### src/rtl/note_player_pkg.sv
// Shared types and constants for the note player.
// Holds the FSM encoding, the rest note index and the phase-step table.
package note_player_pkg;

    localparam int NP_ACC_W  = 20;
    localparam int NP_NOTE_W = 6;
    localparam int NP_DUR_W  = 6;

    typedef enum logic [1:0] {
        ST_IDLE = 2'd0,
        ST_LOAD = 2'd1,
        ST_PLAY = 2'd2,
        ST_DONE = 2'd3
    } state_t;

    localparam logic [NP_NOTE_W-1:0] NOTE_REST = '0;

    // Equal-tempered steps; index 20 is exactly 2^14 (half period 32 clk)
    localparam logic [NP_ACC_W-1:0] STEP_TABLE [64] = '{
        20'd0,
        20'd5468,   20'd5793,   20'd6137,   20'd6502,
        20'd6889,   20'd7298,   20'd7732,
        20'd8192,   20'd8679,   20'd9195,   20'd9742,
        20'd10321,  20'd10935,  20'd11585,  20'd12274,
        20'd13004,  20'd13777,  20'd14596,  20'd15464,
        20'd16384,  20'd17358,  20'd18390,  20'd19484,
        20'd20643,  20'd21870,  20'd23170,  20'd24548,
        20'd26008,  20'd27554,  20'd29193,  20'd30929,
        20'd32768,  20'd34716,  20'd36781,  20'd38968,
        20'd41285,  20'd43740,  20'd46341,  20'd49096,
        20'd52016,  20'd55109,  20'd58386,  20'd61858,
        20'd65536,  20'd69433,  20'd73562,  20'd77936,
        20'd82570,  20'd87480,  20'd92682,  20'd98193,
        20'd104032, 20'd110218, 20'd116772, 20'd123716,
        20'd131072, 20'd138866, 20'd147123, 20'd155872,
        20'd165140, 20'd174960, 20'd185364, 20'd196386
    };

endpackage

### src/rtl/note_player_if.sv
// Note handshake between the song reader (master) and the player (slave).
interface note_player_if
    import note_player_pkg::*;
#(
    parameter int NOTE_W = NP_NOTE_W,
    parameter int DUR_W  = NP_DUR_W
);

    logic              new_note;
    logic [NOTE_W-1:0] note;
    logic [DUR_W-1:0]  duration;
    logic              note_done;
    logic              busy;

    modport master (
        output new_note,
        output note,
        output duration,
        input  note_done,
        input  busy
    );

    modport slave (
        input  new_note,
        input  note,
        input  duration,
        output note_done,
        output busy
    );

endinterface

### src/rtl/note_step_rom.sv
// Registered phase-step lookup; one cycle from address to step.
module note_step_rom
    import note_player_pkg::*;
(
    input  logic                 clk,
    input  logic                 reset_n,
    input  logic [NP_NOTE_W-1:0] i_addr,
    output logic [NP_ACC_W-1:0]  o_step
);

    logic [NP_ACC_W-1:0] r_step;

    always_ff @(posedge clk or negedge reset_n) begin
        if (!reset_n) begin
            r_step <= '0;
        end else begin
            r_step <= STEP_TABLE[i_addr];
        end
    end

    assign o_step = r_step;

endmodule

### src/rtl/note_player.sv
// Plays one note as a square wave for a number of beats, then pulses note_done.
// Define NOTE_PLAYER_GAP_EN to silence the final beat of notes lasting 2+ beats.
module note_player
    import note_player_pkg::*;
#(
    parameter int ACC_W  = NP_ACC_W,
    parameter int NOTE_W = NP_NOTE_W,
    parameter int DUR_W  = NP_DUR_W
)
(
    input  logic         clk,
    input  logic         reset_n,
    input  logic         play,
    input  logic         beat,
    note_player_if.slave np,
    output logic         tone
);

    state_t            r_state;
    logic [NOTE_W-1:0] r_note;
    logic [DUR_W-1:0]  r_dur;
    logic [DUR_W-1:0]  r_beat_cnt;
    logic [ACC_W-1:0]  r_acc;
    logic              r_done;
    logic              r_busy;
    logic              r_tone;

    logic [NP_ACC_W-1:0] w_step_rom;
    logic [ACC_W-1:0]    w_step;
    logic [ACC_W-1:0]    w_acc_sum;
    logic [DUR_W-1:0]    w_cnt_inc;
    logic [DUR_W-1:0]    w_cnt_nxt;
    logic                w_run;
    logic                w_tick;
    logic                w_last;
    logic                w_gap;

    // ROM is addressed by the latched note, so its output settles during LOAD
    note_step_rom u_rom (
        .clk     (clk),
        .reset_n (reset_n),
        .i_addr  (NP_NOTE_W'(r_note)),
        .o_step  (w_step_rom)
    );

    assign w_step    = ACC_W'(w_step_rom);
    assign w_acc_sum = r_acc + w_step;
    assign w_run     = play && (r_note != NOTE_W'(NOTE_REST));
    assign w_tick    = beat && play;
    assign w_cnt_inc = r_beat_cnt + DUR_W'(1);
    assign w_last    = w_tick && (w_cnt_inc == r_dur);
    assign w_cnt_nxt = w_tick ? w_cnt_inc : r_beat_cnt;

`ifdef NOTE_PLAYER_GAP_EN
    assign w_gap = (r_dur >= DUR_W'(2)) &&
                   (w_cnt_nxt == r_dur - DUR_W'(1));
`else
    assign w_gap = 1'b0;
`endif

    always_ff @(posedge clk or negedge reset_n) begin
        if (!reset_n) begin
            r_state    <= ST_IDLE;
            r_note     <= '0;
            r_dur      <= '0;
            r_beat_cnt <= '0;
            r_acc      <= '0;
            r_done     <= 1'b0;
            r_busy     <= 1'b0;
            r_tone     <= 1'b0;
        end else if (np.new_note) begin
            // A new note always wins, aborting whatever is in flight
            r_state    <= ST_LOAD;
            r_note     <= np.note;
            r_dur      <= np.duration;
            r_beat_cnt <= '0;
            r_acc      <= '0;
            r_done     <= 1'b0;
            r_busy     <= 1'b1;
            r_tone     <= 1'b0;
        end else begin
            unique case (r_state)
                ST_IDLE: begin
                    r_done <= 1'b0;
                    r_busy <= 1'b0;
                    r_tone <= 1'b0;
                end
                ST_LOAD: begin
                    r_acc      <= '0;
                    r_beat_cnt <= '0;
                    r_tone     <= 1'b0;
                    if (r_dur == '0) begin
                        r_state <= ST_DONE;
                        r_done  <= 1'b1;
                        r_busy  <= 1'b0;
                    end else begin
                        r_state <= ST_PLAY;
                        r_busy  <= 1'b1;
                    end
                end
                ST_PLAY: begin
                    if (w_run) begin
                        r_acc <= w_acc_sum;
                    end
                    if (w_last) begin
                        r_state <= ST_DONE;
                        r_done  <= 1'b1;
                        r_busy  <= 1'b0;
                        r_tone  <= 1'b0;
                    end else begin
                        r_beat_cnt <= w_cnt_nxt;
                        r_tone     <= w_run && !w_gap &&
                                      w_acc_sum[ACC_W-1];
                    end
                end
                ST_DONE: begin
                    r_state <= ST_IDLE;
                    r_done  <= 1'b0;
                    r_busy  <= 1'b0;
                    r_tone  <= 1'b0;
                end
            endcase
        end
    end

    assign np.note_done = r_done;
    assign np.busy      = r_busy;
    assign tone         = r_tone;

endmodule
### src/flat_wrapper.sv
// flat-port wrapper written by rule: the top's interface ports become plain ports
module note_player_flat import note_player_pkg::*;
#(
    parameter int ACC_W  = NP_ACC_W,
    parameter int NOTE_W = NP_NOTE_W,
    parameter int DUR_W  = NP_DUR_W
)
  (clk, reset_n, play, beat, tone, np_new_note, np_note, np_duration, np_note_done, np_busy);
  note_player_if #(.NOTE_W(NOTE_W), .DUR_W(DUR_W)) np_i ();
  input  logic clk;
  input  logic reset_n;
  input  logic play;
  input  logic beat;
  output logic tone;
  input wire logic [$bits(np_i.new_note)-1:0] np_new_note;
  input wire logic [$bits(np_i.note)-1:0] np_note;
  input wire logic [$bits(np_i.duration)-1:0] np_duration;
  output wire logic [$bits(np_i.note_done)-1:0] np_note_done;
  output wire logic [$bits(np_i.busy)-1:0] np_busy;
  assign np_i.new_note = np_new_note;
  assign np_i.note = np_note;
  assign np_i.duration = np_duration;
  assign np_note_done = np_i.note_done;
  assign np_busy = np_i.busy;
  note_player #(.ACC_W(ACC_W), .NOTE_W(NOTE_W), .DUR_W(DUR_W)) u_core (.clk(clk), .reset_n(reset_n), .play(play), .beat(beat), .np(np_i), .tone(tone));
endmodule
### config.mk
export PLATFORM = sky130hd
export DESIGN_NAME = note_player_flat
export DESIGN_NICKNAME = d
export VERILOG_FILES = /design/src/rtl/note_player_pkg.sv /design/src/rtl/note_player_if.sv /design/src/rtl/note_step_rom.sv /design/src/rtl/note_player.sv /design/src/flat_wrapper.sv
export SDC_FILE = /design/constraint.sdc
export NUM_CORES = 1
export LEC_CHECK = 0
export CORE_ASPECT_RATIO = 1.4
export CORE_MARGIN = 2
export CORE_UTILIZATION = 50
export DETAILED_ROUTE_END_ITERATION = 12
export GPL_ROUTABILITY_DRIVEN = 0
export PLACE_DENSITY = 0.68
export SETUP_SLACK_MARGIN = 0.1
export SYNTH_ARGS = -nofsm -noshare
export SYNTH_HDL_FRONTEND = slang
export SYNTH_SLANG_ARGS = --single-unit
### constraint.sdc
create_clock -name clk -period 4.3 [get_ports clk]
set_input_delay 0.645 -clock clk [delete_from_list [all_inputs] [get_ports clk]]
set_output_delay 0.645 -clock clk [all_outputs]
set_load 0.005 [all_outputs]
==> metrics.csv, run 1 <==
stage;metric;value;unit
grt;grt_usage;24.3;%
grt;grt_pass1_vias;4191;
critical_path;critPathLaunchType;register;
route;route.vias.total;4359;
critical_path;worstPathMaxFanout;15;
power_and_ir_drop;peakVddDrop;0.250;mV
grt;grt_max_degree;57;
critical_path;cp.arrival;2940;ps
route;drc;0;
outcome;status;finished clean;
route;viasPerCell;6.35;
timing;period_minus_slack;2770;ps
synthesis;yosysUniqueCellTypes;67;
grt;antenna_found_initial;0;
timing;fmax;0.361;GHz
route;ant_nets;0;
synthesis;synth.ff_latch_count;61;
grt;grt_util_met2;39.1;%
clock_network;max-clock-path-buffers;2;
clock_network;h-tree-depth;3;
timing;setup_viol;0;
power_and_ir_drop;p_per_area;407;nW/um2
clock_network;clock_latency;330;ps
critical_path;end_kind;register;
critical_path;worstReg2RegEnd;u_core.u_rom.o_step[9]$_DFF_PN0_;
timing;slew_headroom;33.8;%
die;core_area;9080;um2
critical_path;critical_path_class;register to register;
synthesis;synth_area;4720;um2
synthesis;yosys-top-cells-area;dfrtp_1 32%, ha_1 9.3%, a21oi_1 6.7%;
grt;grt_first_pass_wirelength;19.9;mm
cells_and_area;antenna_cells;0;
placed_design;place_area;4950;um2
cells_and_area;num-nets-final;629;
placed_design;post-place-cells;672;
synthesis;synth_top_area_share;32.4;%
critical_path;crit_chain;inv_1, ha_1, nor2_1, a21oi_1, mux4_2, nor2_1, a21oi_1;
timing;setup_tns;0;ps
timing;clock_skew;3.94;ps
grt;grt_use_met3;3.60;%
synthesis;ys_warn_count;0;
timing;tightest_slew;993;ps
die;rows;41;
clock_network;clk_pin_slew;50;ps
clock_network;cts_made_buffers;9;
synthesis;async_flop_share;100;%
critical_path;r2r_slack;1530;ps
critical_path;crit_required;4480;ps
critical_path;worstReg2RegStart;u_core.r_note[0]$_DFFE_PN0P_;
synthesis;syn-num-nets;629;
route;drtIter0Drc;317;
cells_and_area;area_growth_syn_to_layout;10.5;%
placed_design;port_buffers;19;
job;max-cap-violations;0;
grt;grt.busiest_layer;met2;
placed_design;dpl.hpwl;8.63;mm
critical_path;r2r_cells;7;
critical_path;cp_slowest_cell;dfrtp_1;
timing;timing.hold.ws;355;ps
clock_network;post_cts_buffers;0;
synthesis;synth.most_common_cell;nand2_1;
cells_and_area;stdcell_count;686;
grt;overflow;0;
grt;grt_use_met1;31.2;%
hold_path;hp-class;input port to async pin;
timing;grt_setup_unrepaired;false;
route;routed_wl;12.0;mm
clock_network;cts_tree;yes;
synthesis;synth_cells;576;
cells_and_area;drive_gt1_share;7.25;%
clock_network;ctsHoldBuffers;0;
synthesis;synth_edf_count;0;
critical_path;critical_path.max_stage_delay;660;ps
die;die_w;86.1;um
route;avgRoutedWirePerCell;17.5;um
synthesis;yosysTopAreaCell;dfrtp_1;
timing;drv_slew;0;
clock_network;cts.sinks;61;
die;die_area;10200;um2
synthesis;ys.flop_type;dfrtp_1;
clock_network;root_buffer;clkbuf_16;
cells_and_area;fillCellCount;831;
synthesis;avgSynthCellArea;8.19;um2
synthesis;yosys-top-cells-count;69 x nand2_1, 63 x a21oi_1, 61 x dfrtp_1;
synthesis;ys_seq_area_share;32.4;%
clock_network;cts_resized;0;
die;start_util;51.9;%
power_and_ir_drop;leakage;2.29;nW
timing;hold_violations;0;
die;dieHeight;119;um
timing;period_share;64.4;%
route;drt_first_pass_iters;5;
cells_and_area;fin_area;5210;um2
die;io_pins;20;
## routing by layer
layer  vias to the layer above  share of wire (%)
met4                         0                4.8
met3                        45                4.0
li1                       2103                  -
met5                         -                  0
met2                       139                 48
met1                      2072                 43
## final cells by class
| class | count | area, um2 | share of cell area [%] |
|---|---|---|---|
| Sequential cell | 61 | 1530 | 29.3 |
| Inverter | 18 | 67.6 | 1.30 |
| Clock inverter | 2 | 10.0 | 0.192 |
| Clock buffer | 12 | 256 | 4.92 |
| Multi-Input combinational cell | 461 | 2990 | 57.3 |
| Tap cell | 107 | 134 | 2.57 |
| Timing Repair Buffer | 25 | 230 | 4.42 |
## worst max-delay path by stage
stage,endpoint,cells after the start,startpoint
final,u_core.u_rom.o_step[9]$_DFF_PN0_,7,u_core.r_note[0]$_DFFE_PN0P_
after global routing,u_core.r_acc[2]$_DFFE_PN0P_,7,u_core.r_note[0]$_DFFE_PN0P_
after CTS,u_core.r_acc[13]$_DFFE_PN0P_,8,u_core.r_note[0]$_DFFE_PN0P_
after detailed placement,u_core.r_acc[19]$_DFFE_PN0P_,6,np_new_note
after global placement,u_core.r_acc[19]$_DFFE_PN0P_,6,np_new_note
after floorplan,u_core.r_acc[18]$_DFFE_PN0P_,10,u_core.r_note[2]$_DFFE_PN0P_
## stage by stage
stage | power [W] | util, % | setup WS [ps]
2_1_floorplan | 0.00127 | - | 1930
3_3_place_gp | 0.00145 | 54.5 | 1420
3_5_place_dp | 0.00147 | 54.5 | 1340
4_1_cts | 0.00212 | 57.4 | 1540
5_1_grt | 0.00225 | 57.4 | 1200
6_report | 0.00212 | 57.4 | 1530
## logic make-up (layout without fill, tap and decap cells)
| group | count (synthesis) | count (layout) | synth area share (%) |
|---|---|---|---|
| buf+inv | 54 | 57 | 4.30 |
| fa+ha+maj | 36 | 36 | 9.71 |
| compound gates | 201 | 201 | 27.1 |
| flops | 61 | 61 | 32.4 |
| mux | 17 | 17 | 4.35 |
| xor+xnor | 18 | 18 | 3.74 |
| simple gates | 189 | 189 | 18.4 |
## layout by cell type (no fill, tap or decap), types with 12 or more instances in the layout
cell	count
nand2_1	69
a21oi_1	63
dfrtp_1	61
o21ai_0	54
nor2_1	49
ha_1	35
nand3_1	19
clkdlybuf4s50_1	18
inv_1	17
nand2b_1	12
## flip-flops by register name (all words and copies together), names as in the netlist
register             count
u_core.r_beat_cnt        6
u_core.r_dur             6
u_core.r_note            6
u_core.r_state           2
u_core.u_rom.o_step     18
u_core.tone              1
u_core.r_acc            20
u_core.np.busy           1
u_core.np.note_done      1
## report_power, final
part | internal [W] | leakage (nW) | total [W] | switching [W]
logic | 0.000292 | 1.37 | 0.000745 | 0.000454
registers | 0.000652 | 0.784 | 0.000726 | 0.0000741
clock network | 0.000412 | 0.134 | 0.000650 | 0.000238
## worst max-delay path: cells and delay by family (launching register included)
family	cells	cell delay (ps)
flops	1	660
fa+ha+maj	1	590
mux	1	490
simple gates	2	430
buf+inv	1	320
compound gates	2	140
Note: power is estimated with default switching activity, not from simulation.
==> run 2, diff against run 1 <==
==> constraint.sdc (replaced) <==
create_clock -name clk -period 2.63 [get_ports clk]
set_input_delay 0.3945 -clock clk [delete_from_list [all_inputs] [get_ports clk]]
set_output_delay 0.3945 -clock clk [all_outputs]
set_load 0.005 [all_outputs]
==> run 2 against run 1 <==
Effect of this change: hold slack got worse by 300 ps; combinational power rose by 74%; count of clock-buffer cells in the layout decreased by 2; fmax is 17% higher; design area increased by 3.4%; die area is the same; sequential share of layout area shrank 0.96 points; routed wire length is 4.0% lower; critical endpoint is now u_core.r_acc[18]$_DFFE_PN0P_; largest cell class unchanged; highest routed layer unchanged.
==> metrics.csv, run 2 (synthesis results as in run 1) <==
stage;metric;value;unit
clock_network;clock_latency;330;ps
grt;grt_max_degree;57;
power_and_ir_drop;leakage;2.36;nW
route;viasPerCell;6.14;
route;avgRoutedWirePerCell;16.4;um
power_and_ir_drop;power;0.00363;W
die;io_pins;20;
timing;tightest_slew;561;ps
die;die_w;86.1;um
critical_path;crit_required;2890;ps
critical_path;cp.arrival;2640;ps
critical_path;critPathLaunchType;register;
clock_network;h-tree-depth;3;
power_and_ir_drop;peakVddDrop;0.497;mV
cells_and_area;antenna_cells;0;
cells_and_area;largest_reg_flops;20;
critical_path;r2r_slack;260;ps
clock_network;cts_tree;yes;
job;max-cap-violations;0;
critical_path;end_kind;register;
cells_and_area;num-nets-final;644;
cells_and_area;final_common_cell;nand2_1;
route;drc;0;
clock_network;max-clock-path-buffers;2;
die;rows;41;
timing;fmax;0.421;GHz
cells_and_area;fillCellCount;795;
critical_path;worstPathMaxFanout;8;
power_and_ir_drop;p_per_area;673;nW/um2
timing;drv_slew;0;
cells_and_area;seq_area;1530;um2
cells_and_area;area_growth_syn_to_layout;14.2;%
timing;setup_tns;0;ps
grt;overflow;0;
timing;slew_headroom;62.3;%
timing;grt_setup_unrepaired;false;
timing;period_minus_slack;2370;ps
clock_network;cts.sinks;61;
grt;grt_pass1_vias;4153;
critical_path;critical_path.max_stage_delay;400;ps
route;ant_nets;0;
clock_network;cts_made_buffers;9;
route;route.vias.total;4313;
grt;antenna_found_initial;0;
clock_network;post_cts_buffers;0;
die;dieHeight;119;um
critical_path;critical_path_class;register to register;
clock_network;root_buffer;clkbuf_16;
route;drtIter0Drc;291;
die;core_area;9080;um2
outcome;status;finished clean;
route;routed_wl;11.5;mm
critical_path;cp_slowest_cell;ha_1;
grt;grt_usage;23.8;%
hold_path;hp-class;input port to async pin;
critical_path;crit_family;compound AO/OA/AOI/OAI gates;
clock_network;ctsHoldBuffers;0;
timing;period_share;90.3;%
placed_design;dpl.hpwl;8.43;mm
cells_and_area;most-common-layout-cells;69 x nand2_1, 62 x a21oi_1, 61 x dfrtp_1;
critical_path;r2r_cells;8;
grt;grt_first_pass_wirelength;19.8;mm
cells_and_area;regMostFlops;u_core.r_acc;
timing;hold_violations;0;
cells_and_area;drive_gt1_share;10.4;%
route;drt_first_pass_iters;5;
critical_path;worstReg2RegEnd;u_core.r_acc[18]$_DFFE_PN0P_;
clock_network;clk_pin_slew;60;ps
die;start_util;51.9;%
critical_path;worstReg2RegStart;u_core.u_rom.o_step[12]$_DFF_PN0_;
clock_network;cts_resized;0;
timing;clock_skew;9.77;ps
timing;setup_viol;0;
cells_and_area;multi_input_area;3020;um2
placed_design;port_buffers;19;
critical_path;cp_num_buf_inv;0;
die;die_area;10200;um2
critical_path;crit_chain;ha_1, and2_1, a22o_1, a31o_2, a2111oi_4, o22ai_1, o211ai_1, nor2b_1;
-- run 2: cell types whose count changed in the layout (fill, tap and decap cells not counted), sizes merged --
cell	change
bufinv	+1
buf	+15
clkbuf	-2
clkinvlp	+3
-- run 2: worst max path at each step --
stage	start	end	slack, ps	cells after the start
global route	u_core.r_acc[12]$_DFFE_PN0P_	u_core.r_acc[18]$_DFFE_PN0P_	120	8
floorplan	u_core.r_note[2]$_DFFE_PN0P_	u_core.r_acc[18]$_DFFE_PN0P_	260	10
CTS	u_core.u_rom.o_step[2]$_DFF_PN0_	u_core.r_acc[18]$_DFFE_PN0P_	190	8
detailed placement	u_core.u_rom.o_step[0]$_DFF_PN0_	u_core.r_acc[18]$_DFFE_PN0P_	170	10
global placement	u_core.r_acc[0]$_DFFE_PN0P_	u_core.r_acc[18]$_DFFE_PN0P_	230	10
finish	u_core.u_rom.o_step[12]$_DFF_PN0_	u_core.r_acc[18]$_DFFE_PN0P_	260	8
-- run 2: power by group --
part	internal, W	switching [W]	total (W)
sequential	0.00107	0.0000855	0.00115
clock	0.000754	0.000420	0.00117
combinational	0.000522	0.000780	0.00130
total	0.00234	0.00129	0.00363
-- run 2: metrics by stage --
step | setup WS [ps] | area, um2 | utilization (%) | std cells | hold slack, ps
after floorplan | 259 | 4720 | - | 576 | 98.9
after global placement | 225 | 5060 | 55.7 | 687 | 416
after detailed placement | 168 | 5060 | 55.7 | 687 | 411
after CTS | 186 | 5360 | 59.0 | 703 | 60.9
after global routing | 117 | 5390 | 59.3 | 703 | 75.6
final | 255 | 5390 | 59.3 | 703 | 53.6
-- run 2: cell type report --
type / count / area share, %
sequential: 61 / 28.3
inverter: 18 / 1.25
timing repair buffer: 40 / 6.36
clock inverter: 6 / 1.16
multi-input combinational: 461 / 56.0
tap: 107 / 2.48
clock buffer: 10 / 4.43
-- run 2: per-layer routing --
metal	global-route usage, %	vias up	part of all wire (%)
li1	-	2128	-
met2	38.3	118	48
met5	0	-	0
met4	10.5	0	2.9
met1	31.5	2038	45
met3	3.47	29	3.8
